File: src/rtl/ofmap_collector_if.sv
// ofmap_collector_if
// Groups the conv-core result stream, the host drain handshake and the
// collector status flags.
//   slave  : the collector side. It receives in_valid/in_data/out_ready and
//            drives the FIFO head and the status flags.
//   master : the environment side (conv core plus host).
// Signals:
//   in_valid, in_data          conv core result stream
//   out_valid, out_ready       host drain handshake
//   out_data, out_row_last,
//   out_frame_last             FIFO head sample and its boundary tags
//   full, overflow, frame_done status
interface ofmap_collector_if #(
  parameter int DATA_W = 8
);
  logic              in_valid;
  logic [DATA_W-1:0] in_data;
  logic              out_valid;
  logic              out_ready;
  logic [DATA_W-1:0] out_data;
  logic              out_row_last;
  logic              out_frame_last;
  logic              full;
  logic              overflow;
  logic              frame_done;

  modport slave (
    input  in_valid, in_data, out_ready,
    output out_valid, out_data, out_row_last, out_frame_last,
           full, overflow, frame_done
  );

  modport master (
    output in_valid, in_data, out_ready,
    input  out_valid, out_data, out_row_last, out_frame_last,
           full, overflow, frame_done
  );
endinterface

File: src/rtl/ofmap_collector.sv
// ofmap_collector
// Captures the conv core result stream and tags each sample with row and
// frame boundary flags. It buffers the tagged samples in a
// first-word-fall-through FIFO that the host drains over valid/ready.
// A sample that arrives while the FIFO is full, with no pop in the same
// cycle, is dropped. The drop sets a sticky overflow flag.
// Ports:
//   clk   rising-edge clock
//   rst   active-low asynchronous reset
//   clr   synchronous clear (FIFO, counters, overflow); wins over push/pop
//   en    capture enable; drain is unaffected
//   bus   ofmap_collector_if.slave (stream in, FIFO head out, status)
// Build option:
//   OFMAP_COLLECTOR_RELU_EN  when defined, negative samples (MSB set) are
//                            stored as zero.
module ofmap_collector #(
  parameter int DATA_W = 8,
  parameter int OUT_W  = 3,
  parameter int OUT_H  = 3,
  parameter int DEPTH  = 16
) (
  input  logic                clk,
  input  logic                rst,
  input  logic                clr,
  input  logic                en,
  ofmap_collector_if.slave    bus
);

  localparam int AW = $clog2(DEPTH);
  localparam int CW = (OUT_W > 1) ? $clog2(OUT_W) : 1;
  localparam int RW = (OUT_H > 1) ? $clog2(OUT_H) : 1;
  localparam int EW = DATA_W + 2;
  localparam logic [CW-1:0] COL_LAST = CW'(OUT_W - 1);
  localparam logic [RW-1:0] ROW_LAST = RW'(OUT_H - 1);

  logic [AW:0]     r_wr_ptr;
  logic [AW:0]     r_rd_ptr;
  logic [EW-1:0]   r_mem [DEPTH];
  logic [CW-1:0]   r_col;
  logic [RW-1:0]   r_row;
  logic            r_full;
  logic            r_overflow;
  logic            r_frame_done;

  logic            w_out_valid;
  logic            w_pop;
  logic            w_push;
  logic            w_drop;
  logic            w_row_last;
  logic            w_frame_last;
  logic [DATA_W-1:0] w_data;
  logic [AW:0]     w_wr_ptr_nxt;
  logic [AW:0]     w_rd_ptr_nxt;
  logic            w_full_nxt;
  logic [EW-1:0]   w_head;

  // out_valid comes only from the pointers, so it never depends on out_ready.
  assign w_out_valid = (r_wr_ptr != r_rd_ptr);
  assign w_pop       = w_out_valid & bus.out_ready;
  // A full FIFO still accepts a sample when the head leaves in the same cycle.
  assign w_push      = !clr & en & bus.in_valid & (!r_full | w_pop);
  assign w_drop      = !clr & en & bus.in_valid & r_full & !w_pop;

  assign w_row_last   = (r_col == COL_LAST);
  assign w_frame_last = w_row_last & (r_row == ROW_LAST);

`ifdef OFMAP_COLLECTOR_RELU_EN
  assign w_data = bus.in_data[DATA_W-1] ? '0 : bus.in_data;
`else
  assign w_data = bus.in_data;
`endif

  assign w_wr_ptr_nxt = r_wr_ptr + (AW+1)'(w_push);
  assign w_rd_ptr_nxt = r_rd_ptr + (AW+1)'(w_pop);
  assign w_full_nxt   = (w_wr_ptr_nxt[AW] != w_rd_ptr_nxt[AW]) &&
                        (w_wr_ptr_nxt[AW-1:0] == w_rd_ptr_nxt[AW-1:0]);

  always_ff @(posedge clk or negedge rst) begin
    if (!rst) begin
      r_wr_ptr     <= '0;
      r_rd_ptr     <= '0;
      r_col        <= '0;
      r_row        <= '0;
      r_full       <= 1'b0;
      r_overflow   <= 1'b0;
      r_frame_done <= 1'b0;
    end else if (clr) begin
      r_wr_ptr     <= '0;
      r_rd_ptr     <= '0;
      r_col        <= '0;
      r_row        <= '0;
      r_full       <= 1'b0;
      r_overflow   <= 1'b0;
      r_frame_done <= 1'b0;
    end else begin
      r_wr_ptr     <= w_wr_ptr_nxt;
      r_rd_ptr     <= w_rd_ptr_nxt;
      r_full       <= w_full_nxt;
      r_frame_done <= w_push & w_frame_last;
      if (w_drop) begin
        r_overflow <= 1'b1;
      end
      if (w_push) begin
        if (w_row_last) begin
          r_col <= '0;
          r_row <= w_frame_last ? '0 : r_row + RW'(1);
        end else begin
          r_col <= r_col + CW'(1);
        end
      end
    end
  end

  // The storage needs no reset. Its contents are only visible while
  // out_valid is high.
  always_ff @(posedge clk) begin
    if (w_push) begin
      r_mem[r_wr_ptr[AW-1:0]] <= {w_frame_last, w_row_last, w_data};
    end
  end

  assign w_head = r_mem[r_rd_ptr[AW-1:0]];

  assign bus.out_valid      = w_out_valid;
  assign bus.out_data       = w_out_valid ? w_head[DATA_W-1:0] : '0;
  assign bus.out_row_last   = w_out_valid & w_head[DATA_W];
  assign bus.out_frame_last = w_out_valid & w_head[DATA_W+1];
  assign bus.full           = r_full;
  assign bus.overflow       = r_overflow;
  assign bus.frame_done     = r_frame_done;

endmodule

File: src/flat_wrapper.sv
// flat-port wrapper written by rule: the top's interface ports become plain ports
module ofmap_collector_flat 
#(
  parameter int DATA_W = 8,
  parameter int OUT_W  = 3,
  parameter int OUT_H  = 3,
  parameter int DEPTH  = 16
)
  (clk, rst, clr, en, bus_in_valid, bus_in_data, bus_out_ready, bus_out_valid, bus_out_data, bus_out_row_last, bus_out_frame_last, bus_full, bus_overflow, bus_frame_done);
  ofmap_collector_if #(.DATA_W(DATA_W)) bus_i ();
  input  logic clk;
  input  logic rst;
  input  logic clr;
  input  logic en;
  input wire logic [$bits(bus_i.in_valid)-1:0] bus_in_valid;
  input wire logic [$bits(bus_i.in_data)-1:0] bus_in_data;
  input wire logic [$bits(bus_i.out_ready)-1:0] bus_out_ready;
  output wire logic [$bits(bus_i.out_valid)-1:0] bus_out_valid;
  output wire logic [$bits(bus_i.out_data)-1:0] bus_out_data;
  output wire logic [$bits(bus_i.out_row_last)-1:0] bus_out_row_last;
  output wire logic [$bits(bus_i.out_frame_last)-1:0] bus_out_frame_last;
  output wire logic [$bits(bus_i.full)-1:0] bus_full;
  output wire logic [$bits(bus_i.overflow)-1:0] bus_overflow;
  output wire logic [$bits(bus_i.frame_done)-1:0] bus_frame_done;
  assign bus_i.in_valid = bus_in_valid;
  assign bus_i.in_data = bus_in_data;
  assign bus_i.out_ready = bus_out_ready;
  assign bus_out_valid = bus_i.out_valid;
  assign bus_out_data = bus_i.out_data;
  assign bus_out_row_last = bus_i.out_row_last;
  assign bus_out_frame_last = bus_i.out_frame_last;
  assign bus_full = bus_i.full;
  assign bus_overflow = bus_i.overflow;
  assign bus_frame_done = bus_i.frame_done;
  ofmap_collector #(.DATA_W(DATA_W), .OUT_W(OUT_W), .OUT_H(OUT_H), .DEPTH(DEPTH)) u_core (.clk(clk), .rst(rst), .clr(clr), .en(en), .bus(bus_i));
endmodule
File: config.mk
export PLATFORM = sky130hd
export DESIGN_NAME = ofmap_collector_flat
export DESIGN_NICKNAME = d
export VERILOG_FILES = /design/src/rtl/ofmap_collector_if.sv /design/src/rtl/ofmap_collector.sv /design/src/flat_wrapper.sv
export SDC_FILE = /design/constraint.sdc
export NUM_CORES = 1
export LEC_CHECK = 0
export ABC_AREA = 1
export BUFFER_PORTS_ARGS = -buffer_cell sky130_fd_sc_hd__buf_2
export CAP_MARGIN = 20
export CORE_MARGIN = 4
export CORE_UTILIZATION = 60
export CTS_BUF_LIST = sky130_fd_sc_hd__clkbuf_2
export DETAILED_ROUTE_END_ITERATION = 6
export HOLD_SLACK_MARGIN = 0.1
export PLACE_DENSITY_LB_ADDON = 0.1
export REMOVE_ABC_BUFFERS = 1
export SETUP_SLACK_MARGIN = 0.1
export SLEW_MARGIN = 0
export SYNTH_ARGS = -nofsm -noshare
export SYNTH_HDL_FRONTEND = slang
export SYNTH_SLANG_ARGS = --single-unit
File: constraint.sdc
create_clock -name clk -period 6.95 [get_ports clk]
set_input_delay 0.3475 -clock clk [delete_from_list [all_inputs] [get_ports clk]]
set_output_delay 0.3475 -clock clk [all_outputs]
set_load 0.01 [all_outputs]
==> flow_summary.json <==
{
  "status": "completed",
  "setup_tns_ns": 0,
  "synth_seq_cells": 177,
  "hold_path_end": "u_core.r_row[1]",
  "vdd_drop_max_v": 0.0001606,
  "synth.yosys.seq_area_share_pct": 71.76,
  "powerDensity_mw_per_mm2": 235.7,
  "rr_worst_depth": 15,
  "num-nets-final": 648,
  "syn_inst": 598,
  "path_max_fanout": 25,
  "drive_above_1_share_pct": 11.20,
  "via_per_inst": 5.800,
  "synth_edf_count": 160,
  "htree_levels": 4,
  "global_route.usage.met3_pct": 4.441,
  "cts_root_buffer": "clkbuf_2",
  "grt_first_pass_wirelength_um": 23780,
  "whs_path_depth": 6,
  "core_area_mm2": 0.01166,
  "die_width_um": 118.2,
  "start_util_pct": 62.49,
  "synth_area_leader_cell": "edfxtp_1",
  "setup_viol": 0,
  "drt_iter0_drc": 283,
  "area_growth_pct": 8.275,
  "dpl.cell_count": 738,
  "syn-cell-area_mm2": 0.007288,
  "place_congestion": 0.8800,
  "antenna_found_initial": 0,
  "yosys_most_used_dff": "edfxtp_1",
  "globalRoute.totalOverflow": 0,
  "tightest_slew_ns": 0.9997,
  "crit_type": "reg -> out",
  "tritoncts": "built",
  "ios": 28,
  "layout_common_cells": "edfxtp_1, nand2_1, nor2_1, o21ai_0, buf_2",
  "r2r_end": "u_core.bus.full",
  "fin_skew_ns": 0.02067,
  "numCtsBuffers": 17,
  "grt_usage_pct": 22.71,
  "worstSkewPairLatency_ns": 0.74,
  "hpwl_um": 9655,
  "final_hold_viol_count": 0,
  "grt_use_met1_pct": 30.58,
  "grt_pass1_vias": 4486,
  "finalNonFillerCells": 786,
  "p_total_mw": 1.860,
  "fmax_mhz": 239.5,
  "cp.required_ns": 6.60,
  "drcViolationCount": 0,
  "yosys_warnings": 0,
  "avgRoutedWirePerCell_um": 19.48,
  "r2r_slack_ns": 2.90,
  "postRouteAntennaNets": 0,
  "io_buffers": 27,
  "dieArea_mm2": 0.01397,
  "num_vias": 4559,
  "rows": 39,
  "final_core_util_pct": 67.66,
  "grt_max_degree": 84,
  "hp-class": "in -> reg",
  "grt-busiest-layer": "met2",
  "rsz0062_at_grt": "false",
  "clkTransAtPathRegs_ns": 0.22,
  "die_h_um": 118.2,
  "min_period_ns": 4.175,
  "maxSlewHeadroom_pct": 33.35,
  "cap_violations": 0,
  "avgSynthCellArea_um2": 12.19,
  "drt-total-wl_um": 15310,
  "async_reset_ff_share_pct": 9.605,
  "cts_resized": 0,
  "ys_types": 25,
  "cellLeakagePower_nw": 2.798,
  "postCtsSetupBuffers": 0,
  "startpoint_type": "flip-flop",
  "critPathCaptureType": "output pin",
  "worstHoldStart": "en",
  "drtPass1Iterations": 5,
  "r2r-start": "u_core.r_rd_ptr[0]",
  "met2_usage_pct": 35.80,
  "synthTopCellsByArea": "edfxtp_1, dfrtp_1, nand2_1, nor2_1, mux2i_1",
  "fin_crit_sh_pct": 60.07,
  "hold_ws_ns": 0.2034,
  "drv_slew": 0,
  "cts_sinks": 177,
  "final_common_cell": "edfxtp_1",
  "num_antenna_cells": 0,
  "cts_buffer_depth": 2,
  "synth_top_area_share_pct": 65.92,
  "crit_arrival_ns": 3.83
}
==> cell type report <==
class,instances,area [µm²]
timing repair buffer,44,302.8
sequential,177,5231
clock inverter,15,166.4
inverter,24,92.59
multi-input combinational,366,1834
tap,143,178.9
fill,849,3771
clock buffer,17,85.08
==> sequential cells by signal, summed over array words and instances, names as in the netlist <==
name and cells:
u_core.r_wr_ptr 5, u_core.bus.frame_done 1, u_core.bus.overflow 1, u_core.r_mem 160, u_core.r_col 2, u_core.r_rd_ptr 5
u_core.r_row 2, u_core.bus.full 1
==> power breakdown <==
| group | internal, mW | switching [mW] | total (mW) |
|---|---|---|---|
| registers | 1.16 | 0.00412 | 1.17 |
| logic | 0.0511 | 0.107 | 0.158 |
| clock network | 0.199 | 0.336 | 0.535 |
==> per-layer routing <==
layer / share of wire [%] / vias to the layer above / wire, µm
met2: 49 / 173 / 7572
met3: 5.9 / 35 / 906
met4: 3.5 / 0 / 529
met1: 41 / 2166 / 6301
met5: 0 / - / 0
li1: - / 2185 / -
==> per-stage QoR <==
stage / setup slack, ns / cell area [µm²]
finish: 2.775 / 7891
global route: 2.479 / 7891
CTS: 2.703 / 7891
detailed placement: 2.936 / 7480
global placement: 3.089 / 7480
floorplan: 2.359 / 7157
==> synth_stat cells, types with 2 or more instances <==
cell type  count
a211oi_1      10
a21oi_1       22
buf_2          6
buf_4          2
clkbuf_1      23
dfrtp_1       17
edfxtp_1     160
ha_1           4
inv_1         16
inv_2          7
mux2i_1       20
nand2_1      105
nand3_1       12
nand3_2        5
nor2_1        94
o21ai_0       39
o21ai_1       22
o22ai_1       20
xnor2_1        5
xor2_1         4
==> worst max path at each step <==
stage                             startpoint         endpoint
after floorplan           u_core.r_rd_ptr[0]  u_core.bus.full
after global placement    u_core.r_rd_ptr[0]  u_core.bus.full
after detailed placement  u_core.r_rd_ptr[0]  u_core.bus.full
after CTS                 u_core.r_rd_ptr[1]  bus_out_data[3]
after global routing      u_core.r_rd_ptr[1]  bus_out_data[3]
final                     u_core.r_rd_ptr[1]  bus_out_data[3]
==> critical path, stage by stage (launching register included) <==
cell and delay, ns:
dfrtp_1 1.04, inv_1 0.63, nand2_1 0.63, o21ai_0 0.22
a211oi_1 0.27, nor2_1 0.12, buf_2 0.16
==> cells by family (layout without fill, tap and decap cells) <==
logic type      count (synthesis)  count (layout)  synth area share (%)
buf+inv                        55             100                 3.073
compound gates                114             114                 8.567
fa+ha+maj                       4               4                0.6867
flops                         177             177                 71.76
mux                            20              20                 2.747
xor+xnor                        9               9                 1.081
simple gates                  219             219                 12.09
==> what timing repair did <==
item	in CTS	in global routing
endpoints found under the setup margin	0	0
endpoints found under the hold margin	162	0
hold buffers	16	0
Power figures use the tool's default switching activity.
